## config.mk

```make
export PLATFORM = sky130hd
export DESIGN_NAME = instr_fetch_unit
export DESIGN_NICKNAME = d
export VERILOG_FILES = /design/src/rtl/instr_fetch_unit.sv
export SDC_FILE = /design/constraint.sdc
export NUM_CORES = 1
export LEC_CHECK = 0
export CELL_PAD_IN_SITES_DETAIL_PLACEMENT = 0
export CELL_PAD_IN_SITES_GLOBAL_PLACEMENT = 1
export CORE_MARGIN = 4
export CORE_UTILIZATION = 41
export DETAILED_ROUTE_END_ITERATION = 6
export PLACE_DENSITY = 0.85
export SYNTH_ARGS = -nofsm -noshare
export SYNTH_HDL_FRONTEND = slang
export SYNTH_SLANG_ARGS = --single-unit
```

## constraint.sdc

```tcl
create_clock -name clk -period 2.8 [get_ports clk]
set_clock_uncertainty 0.1 [all_clocks]
set_input_delay 0.42 -clock clk [delete_from_list [all_inputs] [get_ports clk]]
set_output_delay 0.42 -clock clk [all_outputs]
set_load 0.005 [all_outputs]
```

## src/rtl/instr_fetch_unit.sv

```systemverilog
// instr_fetch_unit: owns the fetch PC, drives instruction memory
// and buffers fetched words toward decode with redirect/fault.
module instr_fetch_unit #(
  parameter logic [63:0] RESET_PC = 64'd0,
  parameter int          QDEPTH   = 2
) (
  input  logic        clk,
  input  logic        rst_n,
  output logic [63:0] imem_addr,
  input  logic [31:0] imem_instr,
  input  logic        redirect_valid,
  input  logic [63:0] redirect_pc,
  output logic        out_valid,
  output logic [31:0] out_instr,
  output logic [63:0] out_pc,
  input  logic        out_ready,
  output logic        pc_misaligned
);

  localparam int AW = (QDEPTH > 1) ? $clog2(QDEPTH) : 1;
  localparam logic [AW:0] QD = QDEPTH[AW:0];

  typedef enum logic {
    RUN   = 1'b0,
    FAULT = 1'b1
  } state_t;

  state_t state;
  state_t state_nx;

  logic [63:0]   fetch_pc;
  logic [AW-1:0] wptr;
  logic [AW-1:0] rptr;
  logic [AW:0]   count;
  logic [63:0]   q_pc    [QDEPTH];
  logic [31:0]   q_instr [QDEPTH];

  logic full;
  logic pop;
  logic push;
  logic redir_ok;
  logic redir_bad;

  // Handshake and redirect qualification; redirect beats push.
  always_comb begin
    full      = (count == QD);
    pop       = out_valid & out_ready;
    redir_ok  = redirect_valid & (redirect_pc[1:0] == 2'b00);
    redir_bad = redirect_valid & (redirect_pc[1:0] != 2'b00);
    push      = (state == RUN) & ~redirect_valid & (~full | pop);
  end

  // State register.
  always_ff @(posedge clk or negedge rst_n) begin
    if (!rst_n) begin
      state <= RUN;
    end else begin
      state <= state_nx;
    end
  end

  // Next state: misaligned redirect faults, aligned one recovers.
  always_comb begin
    state_nx = state;
    unique case (state)
      RUN: begin
        if (redir_bad) state_nx = FAULT;
      end
      FAULT: begin
        if (redir_ok) state_nx = RUN;
      end
    endcase
  end

  // Outputs decoded from registers only; head zeroed when empty.
  always_comb begin
    pc_misaligned = (state == FAULT);
    imem_addr     = fetch_pc;
    out_valid     = (count != '0);
    out_instr     = 32'd0;
    out_pc        = 64'd0;
    if (out_valid) begin
      out_instr = q_instr[rptr];
      out_pc    = q_pc[rptr];
    end
  end

  // Fetch PC: load on aligned redirect, advance on push, wraps mod 2^64.
  always_ff @(posedge clk or negedge rst_n) begin
    if (!rst_n) begin
      fetch_pc <= RESET_PC;
    end else if (redir_ok) begin
      fetch_pc <= redirect_pc;
    end else if (push) begin
      fetch_pc <= fetch_pc + 64'd4;
    end
  end

  // Queue pointers and occupancy; any redirect flushes.
  always_ff @(posedge clk or negedge rst_n) begin
    if (!rst_n) begin
      wptr  <= '0;
      rptr  <= '0;
      count <= '0;
    end else if (redirect_valid) begin
      wptr  <= '0;
      rptr  <= '0;
      count <= '0;
    end else begin
      if (push) wptr <= wptr + 1'b1;
      if (pop)  rptr <= rptr + 1'b1;
      unique case ({push, pop})
        2'b10:   count <= count + 1'b1;
        2'b01:   count <= count - 1'b1;
        default: count <= count;
      endcase
    end
  end

  // Queue storage written at the tail on push.
  always_ff @(posedge clk or negedge rst_n) begin
    if (!rst_n) begin
      for (int i = 0; i < QDEPTH; i++) begin
        q_pc[i]    <= '0;
        q_instr[i] <= '0;
      end
    end else if (push) begin
      q_pc[wptr]    <= fetch_pc;
      q_instr[wptr] <= imem_instr;
    end
  end

endmodule

```

==> results.json <==
{
  "status": "completed",
  "clock_power_share": 0.307,
  "cts_sinks": 261,
  "yosysSeqAreaShare": 0.515,
  "rows": 64,
  "ys_async_sr_fraction": 1.00,
  "crit_fanout": 35,
  "clk_pin_slew_ns": 0.06,
  "ys_warn_count": 0,
  "layout.nets": 1509,
  "cp-end-kind": "primary output",
  "power_mw": 12.3,
  "pwr-share-comb": 0.239,
  "vdd_ir_drop_max_v": 0.000476,
  "min_period_over_period": 0.965,
  "routed_wl_um": 35600,
  "swShare": 0.275,
  "syn_inst": 1130,
  "die_h_um": 184,
  "max_freq_mhz": 370,
  "r2r_start": "imem_addr[28]$_DFFE_PN0P_",
  "min-delay-start": "redirect_pc[36]",
  "num_vias": 9838,
  "grt_pass1_wl_um": 57000,
  "numPortBuffers": 261,
  "synth_edf_count": 0,
  "critPathLaunch": "rptr$_DFFE_PN0P_",
  "whs_ns": 0.321,
  "internal_power_mw": 8.95,
  "firstDrtPassIters": 4,
  "die_w_um": 184,
  "grt_usage": 0.207,
  "vias_per_cell": 5.40,
  "rsz0062_at_grt": "false",
  "syn_nets": 1231,
  "hold_viol": 0,
  "grt_antenna_before_repair": 2,
  "placed_cells": 1772,
  "place_hpwl_um": 24800,
  "core_mm2": 0.0306,
  "gr-total-overflow": 0,
  "start_util": 0.415,
  "worst_pin_slew_ns": 0.745,
  "critPathArrivalTime_ns": 2.18,
  "hp-class": "in2reg",
  "numCtsBuffers": 29,
  "synth_cell_types": 44,
  "synth_flop_cell": "dfrtp_1",
  "critPathKind": "reg2out",
  "pwr_density_cell_mw_per_mm2": 721,
  "leakage_nw": 6.85,
  "tns_ns": 0,
  "cts_max_path_buffers": 3,
  "maxSlewViolCount": 0,
  "grt_max_degree": 72,
  "area_delta_synth_final_pct": 34.8,
  "drive_above_1_share": 0.215,
  "setup_viol": 0,
  "insertion_delay_ns": 0.54,
  "fin_cells": 1823,
  "place.gp.congestion": 0.825,
  "postRouteAntennaNets": 0,
  "slew_headroom": 0.499,
  "cp_data_required_time_ns": 2.28,
  "synth_area_mm2": 0.0127,
  "grt_pass1_vias": 10200,
  "startpoint_type": "flop",
  "wire_per_inst_um": 19.5,
  "final_cell_mix": "dfrtp_1, clkdlybuf4s50_1, mux2_2",
  "cap_violations": 0,
  "dieArea_mm2": 0.0338,
  "ys_ff_latch": 261,
  "cts-htree-levels": 1,
  "drcViolationCount": 0,
  "cts-root-buf": "clkbuf_16",
  "p_sw_mw": 3.39,
  "io_pins": 262,
  "cts_tree": "built",
  "drt_iter0_drc": 451,
  "syn_area_per_cell_um2": 11.2,
  "seq_power_share": 0.454,
  "period_minus_slack_ns": 2.70
}
## sequential cells by signal, indices dropped and copies added (netlist names), named ones only
name and flops:
count 2, rptr 1, imem_addr 64, q_instr 64, wptr 1, q_pc 128
## synth_stat cells, types with 15 or more instances
master | n | area, um^2
a31oi_1 | 19 | 119
clkbuf_1 | 44 | 165
xnor2_1 | 19 | 166
o21ai_0 | 49 | 245
nor2_1 | 149 | 559
nand2_1 | 70 | 263
mux2_2 | 187 | 2110
nand4_1 | 20 | 125
nand3_1 | 35 | 175
buf_2 | 15 | 75.1
or3_1 | 19 | 119
nor3_1 | 24 | 120
mux2i_1 | 103 | 1030
dfrtp_1 | 261 | 6530
## per-stage QoR
step                setup WS (ns)  utilization  cell area [um^2]
CTS                       0.00692        0.559             17100
floorplan                   0.504            -             12700
global placement            0.121        0.528             16100
detailed placement         0.0959        0.528             16100
finish                     0.0986        0.559             17100
global route               0.0252        0.559             17100
## critical path, cell delays in order, from the launching register on
cell and delay [ns]:
dfrtp_4 0.53, buf_12 0.20, mux2i_1 0.17, nor2_1 0.16, clkdlybuf4s50_1 0.53
## final timing paths
check	end	slack [ns]	depth (start not counted)
worst min-delay path	imem_addr[36]$_DFFE_PN0P_	0.32	3
worst max register to register	imem_addr[43]$_DFFE_PN0P_	0.29	6
max in group asynchronous	q_pc[103]$_DFFE_PN0P_	1.47	3
min in group asynchronous	q_pc[72]$_DFFE_PN0P_	0.34	2
worst min register to register	q_pc[16]$_DFFE_PN0P_	0.38	2
worst max-delay path	out_pc[43]	0.1	4
## cells by family (layout without fill, tap and decap cells)
group	after synthesis	in the layout	share of synthesized area
and+or+nand+nor	381	381	0.152
muxes	290	290	0.247
DFF	261	261	0.515
AOI/OAI and AO/OA	92	92	0.0426
buffers and inverters	79	374	0.0249
xor gates and xnor gates	26	26	0.0179
adders and majority gates	1	1	0.000986
other	0	2	0
## final cells by class
class                      instances  area, um^2
antenna                            2        5.00
clock buffer                      39         813
clock inverter                     9         128
fill                            2629       13500
inverter                          10        37.5
multi-input combinational        790        5870
sequential                       261        6540
tap                              396         495
timing repair buffer             316        3230
## power groups by stage
stage	Clock [mW]	Sequential [mW]	Combinational, mW
finish	3.78	5.60	2.95
global route	4.05	5.74	3.26
CTS	3.89	5.60	3.00
detailed placement	0	5.66	2.98
global placement	0	5.59	2.89
floorplan	0	5.47	1.70
## routing by layer
layer	up-vias	GRT usage	part of all wire
met3	51	0.0412	0.066
met2	293	0.337	0.47
met5	-	0	0
met4	0	0.0476	0.016
met1	4899	0.289	0.44
li1	4595	-	-
## what timing repair did
action                                  in CTS  in global routing
setup buffers                                0                  0
hold endpoints to repair                    67                  0
endpoints found under the setup margin       0                 40
hold buffers                                 1                  0
resized for setup                            0                  2
Note: power is estimated with default switching activity, not from simulation.
==> RTL edit, RTL diff (config.mk and constraints unchanged) <==
Reset style: synchronous (`rst_n`), changed in 4 clocked blocks.
--- a/src/rtl/instr_fetch_unit.sv
+++ b/src/rtl/instr_fetch_unit.sv
@@ -52,5 +52,5 @@
 
   // State register.
-  always_ff @(posedge clk or negedge rst_n) begin
+  always_ff @(posedge clk) begin
     if (!rst_n) begin
       state <= RUN;
@@ -87,5 +87,5 @@
 
   // Fetch PC: load on aligned redirect, advance on push, wraps mod 2^64.
-  always_ff @(posedge clk or negedge rst_n) begin
+  always_ff @(posedge clk) begin
     if (!rst_n) begin
       fetch_pc <= RESET_PC;
@@ -98,5 +98,5 @@
 
   // Queue pointers and occupancy; any redirect flushes.
-  always_ff @(posedge clk or negedge rst_n) begin
+  always_ff @(posedge clk) begin
     if (!rst_n) begin
       wptr  <= '0;
@@ -119,5 +119,5 @@
 
   // Queue storage written at the tail on push.
-  always_ff @(posedge clk or negedge rst_n) begin
+  always_ff @(posedge clk) begin
     if (!rst_n) begin
       for (int i = 0; i < QDEPTH; i++) begin
Check against the original RTL: differs if rst_n is asserted again (counterexample within 4 cycles, from zero or initial values and one cycle with rst_n low); with rst_n held inactive, the same outputs for 4 cycles.
==> RTL edit against the unedited design <==
- area after synthesis is 3.9% lower
- routed wire length fell by 5.7%
- maximum frequency up 0.49%
- highest routed layer unchanged
- count of clock-buffer cells in the layout up 6
- worst setup slack gained 0.013 ns
- sequential cell count is 1 higher
- design area is 4.6% lower
- sequential share of layout area rose by 5.7 points
Power is not compared: it rests on default switching activity, and its combinational part moved more than twofold at a synthesized area within 25%.
==> RTL edit: results (changes against the unedited design) <==
| Metric | Value |
|---|---|
| Run status | completed |
| Worst setup path endpoint | out_pc[46] |
| Clock network contribution to total cell area | 5.36% (-0.14 points) |
| Post-synthesis compound-gate area fraction | 5.97% (+1.7 points) |
| DRT iter0 DRCs | 674 (+49%) |
| DR vias/cell | 5.24 (-2.9%) |
| Signal inverters | 6 (-4) |
| Post-DP Area | 15,500 µm² (-4.3%) |
| DP Worst Slack | 0.111 ns (+0.0153 ns) |
| Post-layout utilization of the core | 56.3% (+0.34 points) |
| Vias in the first global route | 9,349 (-8.1%) |
| Total number of multi-input combinational cells | 752 (-4.8%) |
| Synth top cells by count | sky130_fd_sc_hd__edfxtp_1 (192), sky130_fd_sc_hd__and2_1 (187), sky130_fd_sc_hd__nor2_1 (125), sky130_fd_sc_hd__mux2i_1 (96), sky130_fd_sc_hd__dfxtp_1 (70) |
| Final-layout clock buffer total | 45 (+15%) |
| Mux share of post-synthesis cell area | 7.88% (-17 points) |
| Multi-input gate share of total cell area | 29.3% (-5.0 points) |
| Share of cells above drive strength 1 | 7.60% (-14 points) |
| Net Count, Synth | 1,192 (-3.2%) |
| Post-synth EDFFs | 192 (+192) |
| Instance count of the mapped netlist | 1,091 (-3.5%) |
| Endpoint of the most critical register-to-register path | imem_addr[58]$_SDFFE_PN0P_ |
| Non-clock buffer share | 18.4% (-0.49 points) |
| Antenna violations before repair | 0 (-2) |
| Final HPWL from detailed placement | 22.6 mm (-8.8%) |
| Maximum number of pins on one net before global-route repair | 59 (-18%) |
| Inserted Diodes | 0 (-2) |
| Total wire length after detailed routing | 33.6 mm (-5.7%) |
RTL edit: changes by cell type in the layout (fill, tap and decap cells not counted), sizes merged, moves of 35 or more:
| cell | before | now |
|---|---|---|
| dfrtp | 261 | 0 |
| edfxtp | 0 | 192 |
| mux2 | 187 | 0 |
| and2 | 6 | 190 |
| dfxtp | 0 | 70 |
| a21oi | 5 | 69 |
| nand2 | 70 | 35 |
RTL edit: metal layers:
layer,wire [µm],vias to the layer above,GRT usage (%)
met5,0,-,0
met4,1120,0,6.75
met3,2210,60,3.19
met2,15500,364,32.1
met1,14800,4372,28.2
li1,-,4388,-
RTL edit: worst register-to-register path: stages (launching register included):
cell and delay, ns:
sky130_fd_sc_hd__dfxtp_1 0.49, sky130_fd_sc_hd__nand4_2 0.23, sky130_fd_sc_hd__or3_4 0.49, sky130_fd_sc_hd__or3_4 0.45, sky130_fd_sc_hd__nor4_4 0.31, sky130_fd_sc_hd__xnor2_1 0.15, sky130_fd_sc_hd__a21oi_1 0.08
RTL edit: worst min-delay path by stage:
stage	cells past startpoint	slack, ns	start	to
detailed placement	2	0.40	rptr$_SDFFE_PP0P_	rptr$_SDFFE_PP0P_
CTS	3	0.17	rst_n	imem_addr[4]$_SDFFE_PN0P_
global route	3	0.19	rst_n	imem_addr[4]$_SDFFE_PN0P_
floorplan	2	0.37	rptr$_SDFFE_PP0P_	flop
finish	3	0.20	rst_n	imem_addr[4]$_SDFFE_PN0P_
global placement	1	0.39	imem_addr[0]$_SDFFE_PN0P_	imem_addr[0]$_SDFFE_PN0P_
RTL edit: power by group:
part | switching (mW) | internal, mW | total (mW)
Combinational | 0.423 | 0.445 | 0.868
Clock | 1.47 | 2.03 | 3.50
Sequential | 0.127 | 4.38 | 4.50
Total | 2.02 | 6.85 | 8.87
